File: src/rtl/simon_job_scheduler.sv
// Two-requester job scheduler for a shared SIMON cipher core.
// Round-robin grant, one job in flight, WAIT timeout abort.
module simon_job_scheduler #(
  parameter int TIMEOUT = 255,
  parameter int CNT_W   = 16
) (
  input  logic        clk,
  input  logic        rst,
  input  logic        req0_valid,
  input  logic        req0_dir,
  input  logic [31:0] req0_data,
  output logic        req0_ready,
  input  logic        req1_valid,
  input  logic        req1_dir,
  input  logic [31:0] req1_data,
  output logic        req1_ready,
  output logic        resp0_valid,
  output logic        resp1_valid,
  input  logic        resp_ready,
  output logic [31:0] resp_data,
  output logic        resp_err,
  output logic        core_en,
  output logic        core_dir,
  output logic [31:0] core_data,
  input  logic        core_done,
  input  logic [31:0] core_result,
  output logic        busy
);

  typedef enum logic [1:0] {
    IDLE,
    ISSUE,
    WAIT,
    RESP
  } state_e;

  localparam logic [CNT_W-1:0] TMO_LAST = CNT_W'(TIMEOUT - 1);

  state_e           state_q, state_d;
  logic             last_q, last_d;
  logic             owner_q, owner_d;
  logic             dir_q, dir_d;
  logic [31:0]      data_q, data_d;
  logic [CNT_W-1:0] timer_q, timer_d;
  logic [31:0]      rdata_q, rdata_d;
  logic             err_q, err_d;

  logic accept;
  logic grant1;

  // last_q holds the last served requester; the other one wins a tie
  assign grant1 = req1_valid & (~req0_valid | ~last_q);
  assign accept = (state_q == IDLE) & (req0_valid | req1_valid);

  always_comb begin
    state_d = state_q;
    last_d  = last_q;
    owner_d = owner_q;
    dir_d   = dir_q;
    data_d  = data_q;
    timer_d = timer_q;
    rdata_d = rdata_q;
    err_d   = err_q;
    unique case (state_q)
      IDLE: begin
        if (accept) begin
          owner_d = grant1;
          dir_d   = grant1 ? req1_dir : req0_dir;
          data_d  = grant1 ? req1_data : req0_data;
          state_d = ISSUE;
        end
      end
      ISSUE: begin
        timer_d = '0;
        state_d = WAIT;
      end
      WAIT: begin
        if (core_done) begin
          rdata_d = core_result;
          err_d   = 1'b0;
          state_d = RESP;
        end else if (timer_q == TMO_LAST) begin
          rdata_d = '0;
          err_d   = 1'b1;
          state_d = RESP;
        end else begin
          timer_d = timer_q + 1'b1;
        end
      end
      RESP: begin
        if (resp_ready) begin
          last_d  = owner_q;
          state_d = IDLE;
        end
      end
    endcase
  end

  always_ff @(posedge clk or posedge rst) begin
    if (rst) begin
      state_q <= IDLE;
      last_q  <= 1'b1;
      owner_q <= 1'b0;
      dir_q   <= 1'b0;
      data_q  <= '0;
      timer_q <= '0;
      rdata_q <= '0;
      err_q   <= 1'b0;
    end else begin
      state_q <= state_d;
      last_q  <= last_d;
      owner_q <= owner_d;
      dir_q   <= dir_d;
      data_q  <= data_d;
      timer_q <= timer_d;
      rdata_q <= rdata_d;
      err_q   <= err_d;
    end
  end

  assign req0_ready  = accept & ~grant1;
  assign req1_ready  = accept & grant1;
  assign core_en     = (state_q == ISSUE);
  assign core_dir    = dir_q;
  assign core_data   = data_q;
  assign resp0_valid = (state_q == RESP) & ~owner_q;
  assign resp1_valid = (state_q == RESP) & owner_q;
  assign resp_data   = rdata_q;
  assign resp_err    = err_q;
  assign busy        = (state_q != IDLE);

endmodule

File: config.mk
export PLATFORM = sky130hd
export DESIGN_NAME = simon_job_scheduler
export DESIGN_NICKNAME = d
export VERILOG_FILES = /design/src/rtl/simon_job_scheduler.sv
export SDC_FILE = /design/constraint.sdc
export NUM_CORES = 1
export LEC_CHECK = 0
export BUFFER_PORTS_ARGS = -buffer_cell sky130_fd_sc_hd__buf_2
export CORE_MARGIN = 5
export CORE_UTILIZATION = 52
export CTS_BUF_LIST = sky130_fd_sc_hd__clkbuf_4
export CTS_CLUSTER_SIZE = 40
export DETAILED_ROUTE_END_ITERATION = 8
export PLACE_DENSITY_LB_ADDON = 0.08
export SYNTH_ARGS = -nofsm -noshare
export SYNTH_HDL_FRONTEND = slang
export SYNTH_SLANG_ARGS = --single-unit
export TNS_END_PERCENT = 100
File: constraint.sdc
create_clock -name clk -period 5.4 [get_ports clk]
set_clock_uncertainty 0.1 [all_clocks]
set_input_delay 0.27 -clock clk [delete_from_list [all_inputs] [get_ports clk]]
set_output_delay 0.27 -clock clk [all_outputs]
set_load 0.005 [all_outputs]
==> metrics.md <==
| Metric | Value |
|---|---|
| Ratio of cells with drive above 1 in the final layout | 0.340 |
| Post-synth cell types | 45 |
| CTS root buf | sky130_fd_sc_hd__clkbuf_4 |
| # rows | 31 |
| Type of the worst min-delay path | in -> async |
| Syn_area_per_cell | 11.3 µm² |
| Drt drc | 0 |
| Via count | 4,160 |
| Via count of the first global-routing pass | 4,157 |
| Clock slew seen by the registers of the worst setup and hold paths | 0.17 ns |
| Half-perimeter wire length after detailed placement | 7.86 mm |
| Placement Cell Area | 0.00478 mm² |
| Routability congestion estimate | 0.874 |
| Overall die area | 0.00920 mm² |
| Number of failing setup endpoints in the final timing report | 0 |
| First-pass GRT wire length | 21.3 mm |
| Static Leakage | 3.03 nW |
| Aggregate global routing overflow | 0 |
| DRT Pass-1 Iters | 7 |
| Post-detailed-routing wire length | 14.2 mm |
| Minimum period implied by the final worst setup slack | 2.80 ns |
| Worst R2R Setup Slack | 2.60 ns |
| Final antenna-violating net count | 0 |
| DRC marker count from the first detailed-route iteration | 434 |
| Count of mapped cells out of synthesis | 341 |
| Register area share after synthesis | 0.561 |
| H-Tree Depth | 3 |
| Area growth, synth to finish | 54.2% |
| Maximum fanout along the worst path | 37 |
| Fin area | 0.00592 mm² |
| Number of vias per cell after detailed routing | 5.83 |
| Number of enable flip-flop cells after synthesis | 0 |
| Floorplan die height | 95.9 µm |
| RSZ-0062 raised after global routing | false |
| Final Cycle Share | 0.519 |
| Total Power Consumption | 2.78 mW |
| Chip Width | 95.9 µm |
| Actual transition at the worst max-transition pin | 1.27 ns |
| Largest buffer count on any clock path | 2 |
| Category of the critical setup timing path | reg -> reg |
| Power per cell area | 469 mW/mm² |
| Final hold viol count | 0 |
| Clk sinks | 86 |
| Combined global-route utilization of all metal layers | 0.306 |
| Worst max-slew margin expressed relative to the limit | 0.153 |
| Final Hold Slack | 0.0258 ns |
| Worst ir drop on vdd | 296 µV |
| Fmax | 0.357 GHz |
| Proportion of synthesized flip-flops having asynchronous set or reset | 1.00 |
| Max-cap check violation count | 0 |
| Antenna violations before repair | 0 |
| Max Slew Vio Count | 0 |
| Critical Path End Type | flop |
| Net count after synthesis | 452 |
| Kind of start point of the critical path | flop |
| IO Port Bufs | 175 |
| Synth Warn # | 0 |
| Main flop type after synthesis | sky130_fd_sc_hd__dfrtp_1 |
| Result of the run | complete, no violations |
| Maximum number of pins on one net before global-route repair | 87 |
| Core Area | 0.00721 mm² |
| Seq cells post-synth | 86 |
| Required time of the worst setup path | 5.68 ns |
| Clock tree from TritonCTS | built |
| Final Net Count | 717 |
| Routed length per placed instance | 19.9 µm |
| Arrival time at the worst endpoint | 3.09 ns |
| Area of the mapped netlist | 0.00384 mm² |
| Worst-skew pair later-pin latency | 0.44 ns |
| Setup Total Neg Slack | 0 ns |
| I/O Pins | 176 |
| Number of setup buffers added after CTS | 0 |
| Effective utilization at floorplan | 0.532 |
| Total CTS buffers | 9 |
[cell families (layout without fill, tap and decap cells)]
family,Yosys count,in the layout,synth area share
fa+ha+maj,7,7,0.0228
xor+xnor,1,1,0.00228
flops,86,86,0.561
buf+inv,75,345,0.0795
simple gates,68,68,0.106
mux,4,4,0.0111
other cells,0,3,0
compound gates,100,100,0.218
[cell type report]
class | instances | area [µm²]
clock buffers | 9 | 67.6
multi-input cells | 180 | 1390
diodes | 3 | 7.51
clock inverters | 7 | 88.8
well taps | 99 | 124
inverters | 51 | 193
flip-flops and latches | 86 | 2150
repair buffers | 278 | 1890
fillers | 412 | 1290
[power breakdown]
| part | internal (mW) | switching, mW |
|---|---|---|
| combinational | 0.680 | 0.637 |
| sequential | 0.894 | 0.164 |
| clock | 0.152 | 0.252 |
[cell usage after synthesis, types with 7 or more instances]
cell type                   n  area share
sky130_fd_sc_hd__nor3_1     9       0.012
sky130_fd_sc_hd__a21oi_1    8       0.010
sky130_fd_sc_hd__a222oi_1  33       0.086
sky130_fd_sc_hd__nand2_1   12       0.012
sky130_fd_sc_hd__dfrtp_1   85        0.55
sky130_fd_sc_hd__ha_1       7       0.023
sky130_fd_sc_hd__clkbuf_1  20       0.020
sky130_fd_sc_hd__nand4_1    8       0.013
sky130_fd_sc_hd__inv_1     51       0.050
sky130_fd_sc_hd__a22o_1    32       0.073
sky130_fd_sc_hd__nand3_1   10       0.013
[worst max-delay path, stage by stage, from the launching register on]
cell and delay [ns]:
sky130_fd_sc_hd__dfrtp_1 0.44, sky130_fd_sc_hd__inv_1 0.10, sky130_fd_sc_hd__ha_1 0.35, sky130_fd_sc_hd__and2_1 0.20, sky130_fd_sc_hd__buf_4 0.24, sky130_fd_sc_hd__nor2_2 1.01
sky130_fd_sc_hd__a22o_1 0.28
[worst paths after layout]
check / startpoint / endpoint / cells past startpoint
worst max-delay path: state_q[0] / resp_data[26] / 6
worst min-delay path: rst / core_data[18] / 3
worst max register to register: state_q[0] / resp_data[26] / 6
worst min register to register: resp_data[7] / resp_data[7] / 1
max in group asynchronous: rst / resp_data[6] / 3
min in group clk: resp_ready / last_q / 3
[metal layers]
metal | GRT usage | share of wire | up-vias | wire [µm]
met5 | 0 | 0 | - | 0
met4 | 0.164 | 0.036 | 0 | 508
met3 | 0.0672 | 0.093 | 44 | 1330
met2 | 0.510 | 0.50 | 288 | 7040
met1 | 0.370 | 0.38 | 1994 | 5340
li1 | - | - | 1834 | -
[cells in the final DEF, fill, tap and decap left out, types with 8 or more instances in the layout]
cell and instances:
sky130_fd_sc_hd__nor3_1 9, sky130_fd_sc_hd__a222oi_1 33, sky130_fd_sc_hd__dlygate4sd3_1 98, sky130_fd_sc_hd__a22o_1 32, sky130_fd_sc_hd__clkbuf_4 9, sky130_fd_sc_hd__inv_1 50, sky130_fd_sc_hd__nand3_1 10, sky130_fd_sc_hd__nand4_1 8
sky130_fd_sc_hd__nand2_1 12, sky130_fd_sc_hd__buf_2 175, sky130_fd_sc_hd__dfrtp_1 85
[stage by stage]
step,setup WS (ns),cells,utilization
3_3_place_gp,2.82,596,0.662
3_5_place_dp,2.67,596,0.662
4_1_cts,2.66,710,0.820
2_1_floorplan,2.81,341,-
5_1_grt,2.40,710,0.820
6_report,2.60,713,0.821
[state kept, by name (all words and copies together) (netlist names)]
name and flops:
state_q 2, owner_q 1, timer_q 16, resp_err 1, core_dir 1, core_data 32
resp_data 32, last_q 1
[timing repair]
| item | 4_1_cts | 5_1_grt |
|---|---|---|
| resized for setup | 0 | 0 |
| endpoints found under the hold margin | 65 | 0 |
| hold buffers | 98 | 0 |
(Power assumes the default switching activity.)
